--- src/rtl/if_fetch_queue.sv ---
// ----------------------------------------------------------------------------
// if_fetch_queue
//
// Instruction-fetch stage with a small decoupling queue. Owns the PC, reads
// instruction memory one word per cycle (combinational-read memory), and
// buffers {pc, instr} pairs in a DEPTH-entry FIFO. The head entry is offered
// to decode together with precomputed B and CBZ/B.cond branch targets. A
// redirect flushes the queue and reloads the PC.
//
// Ports:
//   clk            in   rising-edge clock
//   reset          in   synchronous, active-high reset
//   imem_addr      out  current PC (address presented to instruction memory)
//   imem_rdata     in   instruction at imem_addr, valid in the same cycle
//   redirect_valid in   flush request / taken branch
//   redirect_pc    in   new PC, bits [1:0] ignored
//   out_valid      out  head entry available
//   out_ready      in   decode accepts the head entry this cycle
//   out_pc         out  PC of head entry (0 when out_valid=0)
//   out_instr      out  head instruction (0 when out_valid=0)
//   out_target_b   out  out_pc + (sext(instr[25:0]) << 2)
//   out_target_cb  out  out_pc + (sext(instr[23:5]) << 2)
//
// Handshake: a transfer happens on a rising edge where out_valid and
// out_ready are both 1. While out_valid=1 and out_ready=0 the head entry and
// its targets hold steady. out_valid never depends on out_ready.
// ----------------------------------------------------------------------------
module if_fetch_queue #(
    parameter int unsigned              ADDR_W   = 64,
    parameter int unsigned              INSTR_W  = 32,
    parameter int unsigned              DEPTH    = 4,
    parameter logic [ADDR_W-1:0]        RESET_PC = '0
) (
    input  logic               clk,
    input  logic               reset,
    output logic [ADDR_W-1:0]  imem_addr,
    input  logic [INSTR_W-1:0] imem_rdata,
    input  logic               redirect_valid,
    input  logic [ADDR_W-1:0]  redirect_pc,
    output logic               out_valid,
    input  logic               out_ready,
    output logic [ADDR_W-1:0]  out_pc,
    output logic [INSTR_W-1:0] out_instr,
    output logic [ADDR_W-1:0]  out_target_b,
    output logic [ADDR_W-1:0]  out_target_cb
);

    localparam int unsigned PTR_W = $clog2(DEPTH);
    localparam int unsigned CNT_W = $clog2(DEPTH + 1);

    logic [ADDR_W-1:0]  pc_q;
    logic [ADDR_W-1:0]  pc_store    [DEPTH];
    logic [INSTR_W-1:0] instr_store [DEPTH];
    logic [PTR_W-1:0]   rd_ptr;
    logic [PTR_W-1:0]   wr_ptr;
    logic [CNT_W-1:0]   count;

    logic               full;
    logic               deq;
    logic               push;
    logic [ADDR_W-1:0]  head_pc;
    logic [INSTR_W-1:0] head_instr;
    logic [ADDR_W-1:0]  imm_b;
    logic [ADDR_W-1:0]  imm_cb;

    // The low two bits of the redirect address are deliberately dropped.
    logic unused_redirect_bits;
    assign unused_redirect_bits = ^redirect_pc[1:0];

    assign full      = (count == CNT_W'(DEPTH));
    assign out_valid = (count != '0);
    assign deq       = out_valid & out_ready;
    // A full queue still accepts a new word when the head leaves in the same
    // cycle, which keeps throughput at one instruction per cycle.
    assign push      = !redirect_valid & (!full | deq);

    assign imem_addr = pc_q;

    // Control state: PC, pointers, occupancy. Reset beats redirect, redirect
    // beats push/pop (a same-cycle handshake is simply flushed away).
    always_ff @(posedge clk) begin
        if (reset) begin
            pc_q   <= RESET_PC;
            rd_ptr <= '0;
            wr_ptr <= '0;
            count  <= '0;
        end else if (redirect_valid) begin
            pc_q   <= {redirect_pc[ADDR_W-1:2], 2'b00};
            rd_ptr <= '0;
            wr_ptr <= '0;
            count  <= '0;
        end else begin
            if (push) begin
                wr_ptr <= wr_ptr + 1'b1;
                pc_q   <= pc_q + ADDR_W'(4);
            end
            if (deq) begin
                rd_ptr <= rd_ptr + 1'b1;
            end
            case ({push, deq})
                2'b10:   count <= count + 1'b1;
                2'b01:   count <= count - 1'b1;
                default: count <= count;
            endcase
        end
    end

    // Queue storage needs no reset: entries are only visible through count.
    always_ff @(posedge clk) begin
        if (push && !reset) begin
            pc_store[wr_ptr]    <= pc_q;
            instr_store[wr_ptr] <= imem_rdata;
        end
    end

    assign head_pc    = pc_store[rd_ptr];
    assign head_instr = instr_store[rd_ptr];

    // Immediates already scaled by 4 and sign-extended to ADDR_W.
    assign imm_b  = {{(ADDR_W-28){head_instr[25]}}, head_instr[25:0], 2'b00};
    assign imm_cb = {{(ADDR_W-21){head_instr[23]}}, head_instr[23:5], 2'b00};

    always_comb begin
        out_pc        = '0;
        out_instr     = '0;
        out_target_b  = '0;
        out_target_cb = '0;
        if (out_valid) begin
            out_pc        = head_pc;
            out_instr     = head_instr;
            out_target_b  = head_pc + imm_b;
            out_target_cb = head_pc + imm_cb;
        end
    end

endmodule

--- config.mk ---
export PLATFORM = sky130hd
export DESIGN_NAME = if_fetch_queue
export DESIGN_NICKNAME = d
export VERILOG_FILES = /design/src/rtl/if_fetch_queue.sv
export SDC_FILE = /design/constraint.sdc
export NUM_CORES = 1
export LEC_CHECK = 0
export BUFFER_PORTS_ARGS = -buffer_cell sky130_fd_sc_hd__buf_2
export CAP_MARGIN = 10
export CORE_ASPECT_RATIO = 0.7
export CORE_MARGIN = 3
export CORE_UTILIZATION = 52
export CTS_CLUSTER_SIZE = 30
export DETAILED_ROUTE_END_ITERATION = 8
export PLACE_DENSITY = 0.85
export RECOVER_POWER = 25
export SLEW_MARGIN = 20
export SYNTH_ARGS = -nofsm -noshare
export SYNTH_HDL_FRONTEND = slang
export SYNTH_SLANG_ARGS = --single-unit
--- constraint.sdc ---
create_clock -name clk -period 6 [get_ports clk]
set_clock_uncertainty 0.2 [all_clocks]
set_input_delay 0.9 -clock clk [delete_from_list [all_inputs] [get_ports clk]]
set_output_delay 0.9 -clock clk [all_outputs]
set_load 0.03 [all_outputs]
==> run summary <==
outcome = finished, violations left
failing checks = negative setup slack
CP required = 4900 ps
first-pass GRT wire length = 122000 µm
layout cell share with drive strength beyond 1 = 0.314
Sw Ratio = 0.329
core area = 0.0472 mm²
Final nets = 2978
top cells by count, synth = 376 x edfxtp_1, 299 x nor2_1, 205 x a21oi_1
DRC Markers = 0
clock latency on the worst-skew pair = 580 ps
post-synthesis cell count = 2244
Mapped Avg Cell Area = 11.2 µm²
Arr. time, crit path = 5230 ps
DRT antenna net count = 0
RD Place Congestion = 0.966
Slew @ Worst Pin = 991 ps
final setup fails = 14
sequential power share = 0.406
All-Layer GR Usage = 0.312
clock-pin slew on the worst setup and hold paths = 70 ps
Post-synth top flop = edfxtp_1
clk root buf = clkbuf_16
Max Slew Vio Count = 0
CP Max Fanout = 5
CTS H-tree depth = 2
Slew headroom = 0.333
pre-CTS WS = -325 ps
Gate power share = 0.278
Initial Util = 0.534
vias in the first global route = 20400
top-count cell post-synth = edfxtp_1
vias per inst = 6.28
Post-DP Area = 0.0284 mm²
area added between synthesis and finish = 26.5%
Peak VDD IR = 0.000226 V
largest cells by area after synthesis = edfxtp_1 45%, mux4_2 8.4%, ha_1 6.3%, dfxtp_1 5.6%, nor2_1 4.5%
Max Fclk = 0.158 GHz
Detailed Routing Iterations Pass 1 = 8
post-DP HPWL = 58000 µm
Iter 0 DRT Violations = 2708
final WL = 83300 µm
Hold Fails Final Rpt = 0
RSZ-0062 raised after global routing = yes
Post-synth ARST share = 0
worst min path class = reg2reg
Worst Setup End Kind = output pin
EDFF count, synth = 376
Max Cap Viol = 0
largest net degree at the start of global routing = 69
clock power share = 0.316
CP Class = reg2out
share of the synthesized area in the top cell type = 0.448
DR WL/cell = 24.3 µm
Mapped Area = 0.0252 mm²
crit share post-route = 1.05
CTS tree = built
sequential area share after synthesis = 0.505
PortBufs = 378
total grt overflow = 0
Site Rows = 66
#FFs+latches synth = 447
hold_buf cts = 0
internal power = 5.82 mW
CTS sink cnt = 447
TritonCTS Buffers = 44
CTS max path bufs = 3
vias after detailed routing = 21600
I/O pins = 389
Yosys Warn Count = 0
crit path launch type = register
post-synth cell types = 68
Net Sw Power = 2.86 mW
Final min period = 6330 ps
die width = 269 µm
post-route cell area = 0.0319 mm²
Lkg Pwr = 12.4 nW
FILL cells = 3324
slack of the critical path = -325 ps
initial antenna violation count = 5
die height = 190 µm
Total Die Area = 0.0512 mm²
pwr dens = 272 mW/mm²
post-synth top area cell = edfxtp_1
==> what timing repair did <==
| item | in CTS | in global routing |
|---|---|---|
| endpoints found under the hold margin | 0 | 0 |
| pin swaps | 55 | 70 |
| gates cloned | 3 | 0 |
| buffers inserted | 42 | 24 |
| setup endpoints to repair | 46 | 50 |
| gates resized for setup | 165 | 126 |
==> layout by cell type (no fill, tap or decap), types with 9 or more instances in the layout <==
cell,synthesis,routed
nand2b_1,22,20
ha_4,0,29
nor2b_1,18,17
inv_1,52,51
o211ai_1,16,16
edfxtp_1,376,376
a21o_1,47,47
ha_2,0,17
xnor2_1,76,76
a31oi_1,18,9
nand2_1,133,129
and3_1,23,23
or3_1,11,11
xor2_1,87,87
and2_1,104,98
clkbuf_16,0,44
buf_2,6,319
nand3_1,48,45
o21a_1,10,10
mux2i_1,9,9
mux4_2,94,94
a21oi_1,205,181
buf_4,8,172
buf_12,0,17
buf_6,0,11
clkinv_2,0,10
and4_1,10,9
o21ai_1,1,14
nor2_1,299,291
clkbuf_1,80,40
o21ai_0,93,66
o21bai_1,29,26
nand4_1,43,43
ha_1,126,80
a21oi_2,0,21
o21ai_2,0,11
nor3_1,26,22
dfxtp_1,71,69
==> final cells by class <==
cell class | instances | area, µm² | area share
Multi-Input combinational cell | 1646 | 13100 | 0.411
Sequential cell | 447 | 12700 | 0.399
Timing Repair Buffer | 558 | 3590 | 0.113
Clock buffer | 55 | 1170 | 0.0368
Tap cell | 646 | 808 | 0.0254
Clock inverter | 27 | 269 | 0.00844
Inverter | 52 | 195 | 0.00613
Antenna cell | 2 | 5.00 | 0.000157
==> state kept, by name (all words and copies together) (netlist names), named ones only <==
signal and cells:
instr_store 128, rd_ptr 2, pc_store 248, imem_addr 62, count 3, wr_ptr 2
==> worst paths after layout <==
path,endpoint,depth (start not counted),from,slack [ps]
hold reg to reg,wr_ptr[1],2,wr_ptr[1],320
hold / removal,wr_ptr[1],2,wr_ptr[1],320
setup / recovery,out_target_cb[59],18,register,-330
setup reg to reg,imem_addr[63],10,imem_addr[26],1800
==> cell families after synthesis <==
logic type | after synthesis | synth area share
muxes | 103 | 0.0876
buffers and inverters | 158 | 0.0250
DFF | 447 | 0.505
xor gates and xnor gates | 163 | 0.0567
AOI/OAI and AO/OA | 482 | 0.116
adders and majority gates | 129 | 0.0650
other | 1 | 0.000149
and+or+nand+nor | 761 | 0.145
==> layer usage <==
layer / up-vias / part of all wire / wire length (µm) / global-route usage
met5: - / 0.00043 / 36 / 0
li1: 9362 / - / - / -
met3: 218 / 0.11 / 9290 / 0.0592
met2: 1434 / 0.45 / 37400 / 0.483
met1: 10500 / 0.41 / 34400 / 0.460
met4: 6 / 0.027 / 2270 / 0.0700
==> per-stage QoR <==
step                      hold slack [ps]  power (mW)  setup TNS (ps)   util  std cells
after floorplan                       265        4.98               0      -       2251
after global placement                273        5.62            -540  0.603       3284
final                                 316        8.68           -1620  0.676       3433
after CTS                             310        8.53           -1300  0.663       3410
after global routing                  344        8.98           -4200  0.676       3433
after detailed placement              304        5.66            -725  0.603       3284
==> worst max-delay path, cell delays in order (launching register included) <==
cell       delay (ps)
dfxtp_4           430
buf_8             140
buf_12            130
buf_8             100
mux4_2            570
buf_6             160
ha_4              170
a21o_1            210
or2_4             260
o2111ai_4         260
a31oi_4           130
a311o_2           460
o2bb2ai_4         160
a211o_4           380
o31a_1            330
a311o_1           330
a31oi_1           150
buf_4             150
buf_6             120
==> power groups by stage <==
stage               clock (mW)  sequential (mW)  combinational (mW)
detailed placement           0             3.58                2.07
global placement             0             3.58                2.05
CTS                       2.77             3.52                2.24
floorplan                    0             3.60                1.37
global route              2.90             3.53                2.55
finish                    2.74             3.52                2.41
(Power assumes the default switching activity.)
